<file path="src/rtl/smpl_circuit_pipe.sv">
// Two-stage valid/ready pipeline evaluating CH three-input gate functions per beat, with a saturating x-bit counter.
// Latency 2 edges from accept to x/y; in_ready drops only when s1 is full and s2 is stalled. Optional SMPL_PARITY_EN adds out_par.
module smpl_circuit_pipe #(
    parameter int CH    = 4,
    parameter int CNT_W = 8
) (
    input  logic             clk,
    input  logic             rst_n,
    input  logic             in_valid,
    output logic             in_ready,
    input  logic [CH-1:0]    a,
    input  logic [CH-1:0]    b,
    input  logic [CH-1:0]    c,
    input  logic [1:0]       mode,
    output logic             out_valid,
    input  logic             out_ready,
    output logic [CH-1:0]    x,
    output logic [CH-1:0]    y,
    input  logic             clr_count,
`ifdef SMPL_PARITY_EN
    output logic             out_par,
`endif
    output logic [CNT_W-1:0] x_count
);

    localparam logic [CNT_W+3:0] CNT_MAX = {4'b0000, {CNT_W{1'b1}}};

    logic             s1_v_q, s1_v_d;
    logic [CH-1:0]    a_q, a_d, b_q, b_d, c_q, c_d;
    logic [1:0]       mode_q, mode_d;
    logic             s2_v_q, s2_v_d;
    logic [CH-1:0]    x_q, x_d, y_q, y_d;
    logic             par_q, par_d;
    logic [CNT_W-1:0] cnt_q, cnt_d;

    logic             s2_adv, accept, out_hs;
    logic [CH-1:0]    fx, fy;
    logic [CNT_W+3:0] pop, sum;

    assign s2_adv    = !s2_v_q || out_ready;
    assign in_ready  = !s1_v_q || s2_adv;
    assign accept    = in_valid && in_ready;
    assign out_hs    = s2_v_q && out_ready;
    assign out_valid = s2_v_q;
    assign x         = x_q;
    assign y         = y_q;
    assign x_count   = cnt_q;
`ifdef SMPL_PARITY_EN
    assign out_par   = par_q;
`endif

    // Gate function uses the mode captured with the beat, not the live input.
    always_comb begin
        fx = '0;
        fy = '0;
        case (mode_q)
            2'b00: begin fx = (a_q & b_q) | ~c_q;  fy = ~c_q;                                 end
            2'b01: begin fx = (a_q | b_q) & c_q;   fy = c_q;                                  end
            2'b10: begin fx = a_q ^ b_q ^ c_q;     fy = (a_q & b_q) | (c_q & (a_q ^ b_q));    end
            default: begin fx = a_q & b_q & c_q;   fy = ~(a_q | b_q | c_q);                   end
        endcase
    end

    always_comb begin
        s1_v_d = s1_v_q;
        a_d    = a_q;
        b_d    = b_q;
        c_d    = c_q;
        mode_d = mode_q;
        if (accept) begin
            s1_v_d = 1'b1;
            a_d    = a;
            b_d    = b;
            c_d    = c;
            mode_d = mode;
        end else if (s1_v_q && s2_adv) begin
            s1_v_d = 1'b0;
        end

        s2_v_d = s2_v_q;
        x_d    = x_q;
        y_d    = y_q;
        par_d  = par_q;
        if (s2_adv) begin
            s2_v_d = s1_v_q;
            if (s1_v_q) begin
                x_d   = fx;
                y_d   = fy;
                par_d = ^{fx, fy};
            end
        end
    end

    // Sum is computed 4 bits wider so a full-width popcount can never wrap before the clamp.
    always_comb begin
        pop = '0;
        for (int i = 0; i < CH; i++) begin
            pop = pop + {{(CNT_W+3){1'b0}}, x_q[i]};
        end
        sum   = {4'b0000, cnt_q} + pop;
        cnt_d = cnt_q;
        if (clr_count) begin
            cnt_d = '0;
        end else if (out_hs) begin
            cnt_d = (sum > CNT_MAX) ? {CNT_W{1'b1}} : sum[CNT_W-1:0];
        end
    end

    always_ff @(posedge clk or negedge rst_n) begin
        if (!rst_n) begin
            s1_v_q <= 1'b0;
            a_q    <= '0;
            b_q    <= '0;
            c_q    <= '0;
            mode_q <= '0;
            s2_v_q <= 1'b0;
            x_q    <= '0;
            y_q    <= '0;
            par_q  <= 1'b0;
            cnt_q  <= '0;
        end else begin
            s1_v_q <= s1_v_d;
            a_q    <= a_d;
            b_q    <= b_d;
            c_q    <= c_d;
            mode_q <= mode_d;
            s2_v_q <= s2_v_d;
            x_q    <= x_d;
            y_q    <= y_d;
            par_q  <= par_d;
            cnt_q  <= cnt_d;
        end
    end

endmodule

</file>
<file path="config.mk">
export PLATFORM = sky130hd
export DESIGN_NAME = smpl_circuit_pipe
export DESIGN_NICKNAME = d
export VERILOG_FILES = /design/src/rtl/smpl_circuit_pipe.sv
export SDC_FILE = /design/constraint.sdc
export NUM_CORES = 1
export LEC_CHECK = 0
export CORE_MARGIN = 2
export CORE_UTILIZATION = 52
export DETAILED_ROUTE_END_ITERATION = 8
export PLACE_DENSITY = 0.87
export SKIP_LAST_GASP = 1
export SLEW_MARGIN = 15
export SYNTH_ARGS = -nofsm -noshare
export SYNTH_HDL_FRONTEND = slang
export SYNTH_SLANG_ARGS = --single-unit
export TNS_END_PERCENT = 5
</file>
<file path="constraint.sdc">
create_clock -name clk -period 2.5 [get_ports clk]
set_input_delay 0.625 -clock clk [delete_from_list [all_inputs] [get_ports clk]]
set_output_delay 0.625 -clock clk [all_outputs]
set_load 0.01 [all_outputs]
</file>
==> summary.txt <==
Status
  • Status: finished, final reports clean

Timing
  • Final count of negative-setup-slack endpoints: 0
  • Slew @ Worst Pin: 697 ps
  • Final Hold Fails: 0
  • Max-slew violations: 0
  • Setup Skew: 5.04 ps
  • Sum Neg Setup Slack: 0 ps
  • F_max: 0.414 GHz
  • Slew headroom: 0.535
  • Fin crit period: 2420 ps
  • RSZ-0062 raised after global routing: false
  • Final period util: 0.966

Synthesis
  • YS warnings: 0
  • Syn_area_per_cell: 10.3 um2
  • Post-synthesis net count: 223
  • Seq/Total Area, Yosys: 0.414
  • Synthesized area: 0.00193 mm2
  • Synth Instances: 188
  • Cell variety after synth: 37
  • Seq cells post-synth: 32

Clocking
  • Sink Count: 32
  • Clock buffer depth: 2
  • Worst-path clk slew: 60 ps
  • CTS buffer count: 5
  • Clock root buffer: clkbuf_8
  • CTS tree: built
  • Clk_lat worst skew: 290 ps
  • CTS H-tree depth: 2
  • Post-CTS setup buffer count: 0

Worst setup path
  • Cell Chain, Critical Path: clkdlybuf4s50_1 -> nand3b_1 -> clkdlybuf4s50_1
  • Top fanout value on the critical path: 3
  • Largest stage delay, worst path: 550 ps
  • WS Path Type: input pin to output port
  • CP startpoint: out_ready
  • Worst Reg-to-Reg Cells: 7
  • CP Launch Type: input pin
  • Arrival @ worst endpoint: 1790 ps
  • Slowest CP cell: clkdlybuf4s50_1
  • Crit path top cell by count: clkdlybuf4s50_1
  • RR Endpoint: x_count[5]$_DFFE_PN0P_
  • Reg-to-Reg Start: x[0]$_DFFE_PN0P_
  • Crit end category: output port
  • Data required, critical path: 1880 ps
  • R2r setup slk: 90 ps

Routing
  • Drt drc: 0
  • 1st-iter DRT viols: 53
  • First-pass DRT Iterations: 4
  • Routed WL: 3.64 mm
  • ANT nets after route: 0
  • Vias: 1466
  • Vias per cell: 5.35
  • Wirelength per Cell: 13.3 um

Floorplan
  • Starting density of the core: 0.536
  • Core area: 0.00361 mm2
  • I/O pin cnt: 37
  • Die ar.: 0.00422 mm2
  • Die span in x: 65.0 um
  • Die Ht: 65.0 um
  • # rows: 22

GRT
  • Initial antenna violation count: 0
  • Largest net degree at the start of global routing: 33
  • GR Util All Layers: 0.193
  • First-pass GRT wire length: 6.24 mm
  • Vias in the first global route: 1382
  • Grt total ovfl: 0

Job
  • MaxCap Viol Count: 0

Cells and area
  • Layout filler cell count: 284
  • Seq. cell area: 801 um2
  • Final net count: 260
  • Share of cells above drive strength 1: 0.0885
  • N_diodes: 0
  • Area Overhead vs Synth: 25.3%
  • Footprint of the multi-input gates: 0.00102 mm2
  • Final core utilization: 0.672

Hold path
  • Worst Hold Launch: s1_v_q$_DFFE_PN0P_
  • Hold Path Class: flip-flop to flip-flop
  • End of the worst hold path: out_valid$_DFFE_PN0P_
  • Hold path depth: 1

Power
  • P per Cell Area: 716 mW/mm2
  • P_leak: 0.00106 uW
  • Peak VDD IR: 0.400 mV

Place
  • Routability congestion estimate: 0.880
  • Port bufs: 36
  • Detail Placement HPWL: 2.65 mm
-- final cells by class --
| cell class | instances | area share |
|---|---|---|
| inverter | 18 | 0.0279 |
| timing repair buffer | 39 | 0.158 |
| clock buffer | 8 | 0.0372 |
| multi-input combinational | 129 | 0.422 |
| sequential | 32 | 0.330 |
| tap | 48 | 0.0248 |
-- per-stage QoR --
stage / std cells / power [uW] / setup slack [ps] / hold slack (ps) / instance area (um2)
floorplan: 188 / 1090 / 235 / 329 / 1930
global placement: 266 / 1290 / 85.5 / 499 / 2330
detailed placement: 266 / 1330 / 88.4 / 513 / 2330
CTS: 274 / 1750 / 77.4 / 534 / 2420
global route: 274 / 1870 / 3.94 / 579 / 2420
finish: 274 / 1730 / 84.3 / 524 / 2420
-- routing by layer --
metal,vias to the layer above,part of all wire,GRT usage
li1,721,-,-
met1,706,0.44,0.254
met2,32,0.49,0.307
met3,7,0.053,0.0486
met4,0,0.016,0.0745
met5,-,0,0
-- kinds of logic after synthesis --
logic type | Yosys count | synth area share
and+or+nand+nor | 49 | 0.138
AOI/OAI and AO/OA | 44 | 0.146
DFF | 32 | 0.414
buffers and inverters | 27 | 0.0589
adders and majority gates | 16 | 0.131
xor gates and xnor gates | 1 | 0.00453
muxes | 19 | 0.108
-- repair_timing --
action	CTS	global route
setup endpoints to repair	0	1
gates resized for setup	0	1
hold buffers	0	0
-- Yosys cell counts (all sizes together) --
library cell / instances / area (um2)
ha: 9 / 113
a31oi: 1 / 6.26
nand3b: 1 / 7.51
clkbuf: 2 / 7.51
nand2: 11 / 43.8
a21boi: 4 / 30.0
fa: 7 / 140
and2: 2 / 12.5
inv: 18 / 67.6
dfrtp: 32 / 801
o22ai: 3 / 18.8
o211a: 1 / 17.5
o211ai: 2 / 15.0
mux2: 15 / 169
nand3: 1 / 5.00
nand2b: 3 / 18.8
and2b: 1 / 7.51
xor2: 1 / 8.76
a21oi: 17 / 85.1
o21ai: 8 / 40.0
a311oi: 7 / 61.3
mux2i: 4 / 40.0
nor3: 5 / 25.0
nor2b: 10 / 62.6
a22oi: 1 / 7.51
nand4: 2 / 18.8
nor2: 11 / 48.8
buf: 7 / 38.8
and3: 2 / 17.5
-- cells in the final DEF (no fill, tap or decap) --
cell             count
a21boi_0             4
a21oi_1             17
a22oi_1              1
a311oi_1             7
a31oi_1              1
and2_1               2
and2b_1              1
and3_1               1
and3_4               1
buf_4                3
clkbuf_1             2
clkbuf_8             6
clkdlybuf4s50_1     36
dfrtp_1             32
fa_1                 6
fa_2                 1
ha_1                 9
inv_1               18
mux2_1              10
mux2_2               5
mux2i_1              4
nand2_1             10
nand2_2              1
nand2b_1             3
nand3_1              1
nand3b_1             1
nand4_1              1
nand4_2              1
nor2_1              10
nor2_4               1
nor2b_1             10
nor3_1               5
o211a_4              1
o211ai_1             2
o21ai_0              1
o21ai_1              7
o22ai_1              3
xor2_1               1
-- where the power goes --
part           total [uW]  switching, uW  internal, uW
logic                 597            276           322
clock network         411            186           224
registers             727            122           606
-- worst max-delay path, delay by kind of cell --
| kind | cells | cell delay, ps |
|---|---|---|
| buffers and inverters | 2 | 1030 |
| and+or+nand+nor | 1 | 140 |
-- state kept, by name, summed over array words and instances, names as in the netlist --
signal and count:
mode_q 2, b_q 4, x 4, out_valid 1
x_count 8, a_q 4, s1_v_q 1, y 4
c_q 4
-- worst max-delay path by stage --
stage,end,slack (ps)
after global routing,x_count[5]$_DFFE_PN0P_,4
after CTS,in_ready,80
after floorplan,x_count[6]$_DFFE_PN0P_,230
after detailed placement,x_count[6]$_DFFE_PN0P_,90
after global placement,in_ready,90
final,in_ready,80
(Power assumes the default switching activity.)
==> patch 1: new RTL, same flow settings <==
`CNT_W`: 8 -> 12.
--- a/src/rtl/smpl_circuit_pipe.sv
+++ b/src/rtl/smpl_circuit_pipe.sv
@@ -2,7 +2,7 @@
 // Latency 2 edges from accept to x/y; in_ready drops only when s1 is full and s2 is stalled. Optional SMPL_PARITY_EN adds out_par.
 module smpl_circuit_pipe #(
     parameter int CH    = 4,
-    parameter int CNT_W = 8
+    parameter int CNT_W = 12
 ) (
     input  logic             clk,
     input  logic             rst_n,
Ports: changed (resized x_count); port bits go from 37 to 41. The function was not compared with the original's and may differ.
==> patch 1 against the unedited design <==
- final cell count increased by 10%
- area after synthesis increased by 10%
- sequential cell count increased by 4
- cell area increased by 13%
- wire length increased by 13%
- register-to-register slack got worse by 0.04 ns
- combinational power increased by 6.7%
- first-iteration DRC count increased by 42%
- core utilization increased by 1.5 points
- maximum frequency decreased by 1.3%
- worst setup slack got worse by 0.031 ns
- power increased by 6.6%
- global-route usage increased by 1.1 points
- clock skew increased by 0.0027 ns
==> patch 1: results (changes against the unedited design) <==
The longest individual stage delay on the worst path came out at 0.53 ns (-0.02 ns). The number of flip-flops in the largest register is 12 (+4). The number of nets produced by synthesis is 240 (+7.6%).

The count of non-filler cells in the finished layout is 302 (+10%). In this design, the largest share of critical-path delay is due to adder cells. The area after detailed placement is 2610 sq um (+12%). The cell count of the worst reg-to-reg path is 9 (+2). The post-DP HPWL is 3100 um (+17%). The endpoint identified for the worst register-to-register timing path is x_count[6]. The switching share of total power is 0.327 (-0.00924). The total of buffers placed on input and output ports is 40 (+11%). The cell with the biggest individual delay on the critical path is sky130_fd_sc_hd__fa_1. The minimum setup slack after placement came out at -0.0329 ns (-0.121 ns). The reg-to-reg setup timing slack was 0.05 ns (-0.04 ns). The via count of the first global-routing pass is 1530 (+11%). The number of nets in the layout came out at 286 (+10%). The flow ran to the end, and the final reports show no timing, DRC or antenna violations.

The number of violations reported at the end of detailed-routing iteration 0 came out at 75 (+42%). The mean routed wirelength per cell came out at 13.7 um (+2.9%). In this run the most critical hold path is launched from y[0]. Ranked by instance count, the synthesized netlist is headed by sky130_fd_sc_hd__dfrtp_1 (36), sky130_fd_sc_hd__inv_1 (16), sky130_fd_sc_hd__nand2_1 (15), sky130_fd_sc_hd__mux2_2 (14). The global routing usage summed across all routing layers is 0.204 (+0.0106). The worst hold path terminates at y[0]. The global-route wire length before repair is 6870 um (+10%). The share of final-layout standard cells stronger than drive strength 1 came out at 0.163 (+0.0742).
==> patch 1: how the worst max path moves through the flow <==
stage | slack (ns) | endpoint | startpoint
6_report | 0.05 | x_count[6] | x[0]
5_1_grt | -0.07 | x_count[6] | x[0]
4_1_cts | -0.05 | x_count[5] | x[0]
3_5_place_dp | -0.03 | x_count[1] | x[0]
3_3_place_gp | 0.07 | x_count[6] | x[0]
2_1_floorplan | 0.04 | x_count[6] | x[0]
==> patch 1: area by class of cell <==
class | instances | area (sq um)
tap | 50 | 62.6
timing repair buffer | 48 | 460
fill | 332 | 1240
inverter | 16 | 60.1
clock inverter | 1 | 7.51
sequential | 36 | 901
multi-input combinational | 144 | 1150
clock buffer | 7 | 86.3
==> patch 1: power groups by stage <==
stage	Combinational, W	Clock (W)	Sequential [W]
after floorplan	0.000357	0	0.000782
after global placement	0.000589	0	0.000789
after detailed placement	0.000619	0	0.000795
after CTS	0.000626	0.000450	0.000783
after global routing	0.000717	0.000468	0.000804
final	0.000637	0.000429	0.000783
==> patch 1: logic make-up (layout without fill, tap and decap cells) <==
group                    count (synthesis)  after routing  synth area share
AND/OR/NAND/NOR                         57             57             0.149
multiplexers                            21             21             0.107
flip-flops                              36             36             0.423
adder cells (fa/ha/maj)                 16             16             0.119
buffers and inverters                   25             72            0.0488
AO/OA/AOI/OAI                           50             50             0.153
==> patch 1: per-layer routing <==
metal  vias to the layer above  track usage  routed length, um
li1                        806            -                  -
met2                        35        0.359               2290
met5                         -            0                  0
met1                       795        0.232               1640
met3                         4       0.0576                149
met4                         0       0.0800                 40
==> patch 1: repair_timing <==
item                       CTS  global route
setup endpoints to repair    2            10
gates resized for setup      1             6
pin swaps                    0             0
==> patch 2: new RTL, config.mk and constraints unchanged <==
Without the edit above. Add an input register stage for `mode`; this delays it by one clock. The other inputs are not delayed to match.
--- a/src/rtl/smpl_circuit_pipe.sv
+++ b/src/rtl/smpl_circuit_pipe.sv
@@ -24,6 +24,12 @@
 );
 
     localparam logic [CNT_W+3:0] CNT_MAX = {4'b0000, {CNT_W{1'b1}}};
+
+    logic [1:0] mode_r;
+
+    always_ff @(posedge clk) begin
+        mode_r <= mode;
+    end
 
     logic             s1_v_q, s1_v_d;
     logic [CH-1:0]    a_q, a_d, b_q, b_d, c_q, c_d;
@@ -72,7 +78,7 @@
             a_d    = a;
             b_d    = b;
             c_d    = c;
-            mode_d = mode;
+            mode_d = mode_r;
         end else if (s1_v_q && s2_adv) begin
             s1_v_d = 1'b0;
         end
Formal check against the unedited RTL: not equivalent (Yosys sat finds a counterexample within 4 cycles, from zero or initial values and one cycle with rst_n low).
==> patch 2 against the unedited design <==
- cell area increased by 0.62%
- final cell count unchanged
- power increased by 1.5%
- wire length decreased by 3.9%
- area after synthesis increased by 0.91%
- sequential cell count increased by 2
- synthesized cell count decreased by 0.53%
- maximum frequency increased by 0.66%
- worst setup slack improved by 0.016 ns
- critical path type unchanged
- largest power group unchanged
==> patch 2: results (changes against the unedited design) <==
The post-DP HPWL was 2690 um (+1.4%). The filler cell count is 292 (+2.8%). The cell leakage power is 1.05 nW (-1.0%). The global-route wire length before repair came out at 6310 um (+1.1%).

In this design, the largest share of critical-path delay is due to buffers and inverters. By area the synthesized netlist is led by sky130_fd_sc_hd__dfrtp_1 (41%), sky130_fd_sc_hd__mux2_2 (8.1%), sky130_fd_sc_hd__fa_1 (7.2%). The share of final-layout standard cells stronger than drive strength 1 is 0.133 (+0.0442).

The sequential cell area fraction in the yosys report is 0.431 (+0.0168). The setup skew after layout is 0.00926 ns (+0.00422 ns). The number of violations reported at the end of detailed-routing iteration 0 is 87 (+64%). The via total after detailed routing is 1451 (-1.0%). The number of search-and-repair iterations in the first detailed-routing pass came out at 4 (unchanged). By count the netlist is led by sky130_fd_sc_hd__dfrtp_1 (32), sky130_fd_sc_hd__inv_1 (16), sky130_fd_sc_hd__nand2_1 (15), sky130_fd_sc_hd__mux2_2 (14). The number of instances in the synthesized netlist came out at 187 (-0.53%). The routability congestion estimate came out at 0.887 (+0.81%). The global routing usage summed across all routing layers is 0.192 (-0.00103). The mean routed wirelength per cell is 12.7 um (-3.9%). The number of nets produced by synthesis is 222 (-0.45%). The pin slew with the least headroom to its limit is 0.599 ns (-0.0985 ns).

The flow ran to the end, and the final reports show no timing, DRC or antenna violations. The count of distinct cell types in the synthesized netlist came out at 40 (+8.1%). The proportion of synthesized flip-flops having asynchronous set or reset is 0.941 (-0.0588). The net load switching power came out at 0.000580 W (-0.58%). The worst ir drop on vdd is 0.442 mV (+10%).

The final wirelength is 3490 um (-3.9%). The maximum fanout along the worst path is 2 (-1). The worst path arrival time is 1.77 ns (-0.02 ns).
-- patch 2: power by group through the flow --
stage               logic [W]  registers [W]  clock network (W)
floorplan            0.000362       0.000751                  0
global placement     0.000554       0.000758                  0
detailed placement   0.000592       0.000768                  0
CTS                  0.000593       0.000757           0.000425
global route         0.000669       0.000776           0.000453
finish               0.000590       0.000757           0.000415
-- patch 2: area by class of cell --
type / count / area, sq um / area share
clock buffer: 7 / 86.3 / 0.0354
tap: 48 / 60.1 / 0.0246
multi-input combinational: 129 / 1000 / 0.411
inverter: 16 / 60.1 / 0.0246
clock inverter: 1 / 5.00 / 0.00205
sequential: 34 / 841 / 0.345
timing repair buffer: 39 / 383 / 0.157
-- patch 2: routing by layer --
metal / vias to the layer above / global-route usage / part of all wire
met5: - / 0 / 0
met4: 0 / 0.0755 / 0.017
met3: 9 / 0.0565 / 0.052
met2: 40 / 0.339 / 0.51
met1: 684 / 0.217 / 0.42
li1: 718 / - / -
-- patch 2: logic make-up after synthesis --
group,count (synthesis),synth area share
adder cells (fa/ha/maj),16,0.129
AO/OA/AOI/OAI,44,0.146
multiplexers,18,0.101
buffers and inverters,24,0.0564
AND/OR/NAND/NOR,51,0.137
flip-flops,34,0.431
-- patch 2: worst paths after layout --
kind	cells past startpoint	to	slack, ns	startpoint
hold / removal	1	mode_q[1]	0.46	mode_r[1]
max in group asynchronous	2	b_q[1]	1.46	rst_n
setup reg to reg	8	x_count[6]	0.12	x[0]
hold reg to reg	1	mode_q[1]	0.46	mode_r[1]
min in group asynchronous	2	x_count[4]	0.73	rst_n
setup / recovery	3	in_ready	0.10	out_ready
-- patch 2: through the flow --
stage	instance area [sq um]	setup slack (ns)	util	hold slack (ns)
after floorplan	1950	0.200	-	0.329
after global placement	2340	0.117	0.645	0.442
after detailed placement	2340	0.101	0.645	0.452
after CTS	2440	0.0895	0.670	0.466
after global routing	2440	0.0149	0.671	0.476
final	2440	0.100	0.671	0.462
-- patch 2: worst register-to-register path: cells and delay by family, from the launching register on --
kind	cells	cell delay, ns
compound gates	2	0.28
buf+inv	2	0.16
fa+ha+maj	3	1.17
simple gates	1	0.25
flops	1	0.42
-- patch 2: timing repair --
item,4_1_cts,5_1_grt
hold buffers,0,0
endpoints found under the setup margin,0,2
resized for setup,0,1
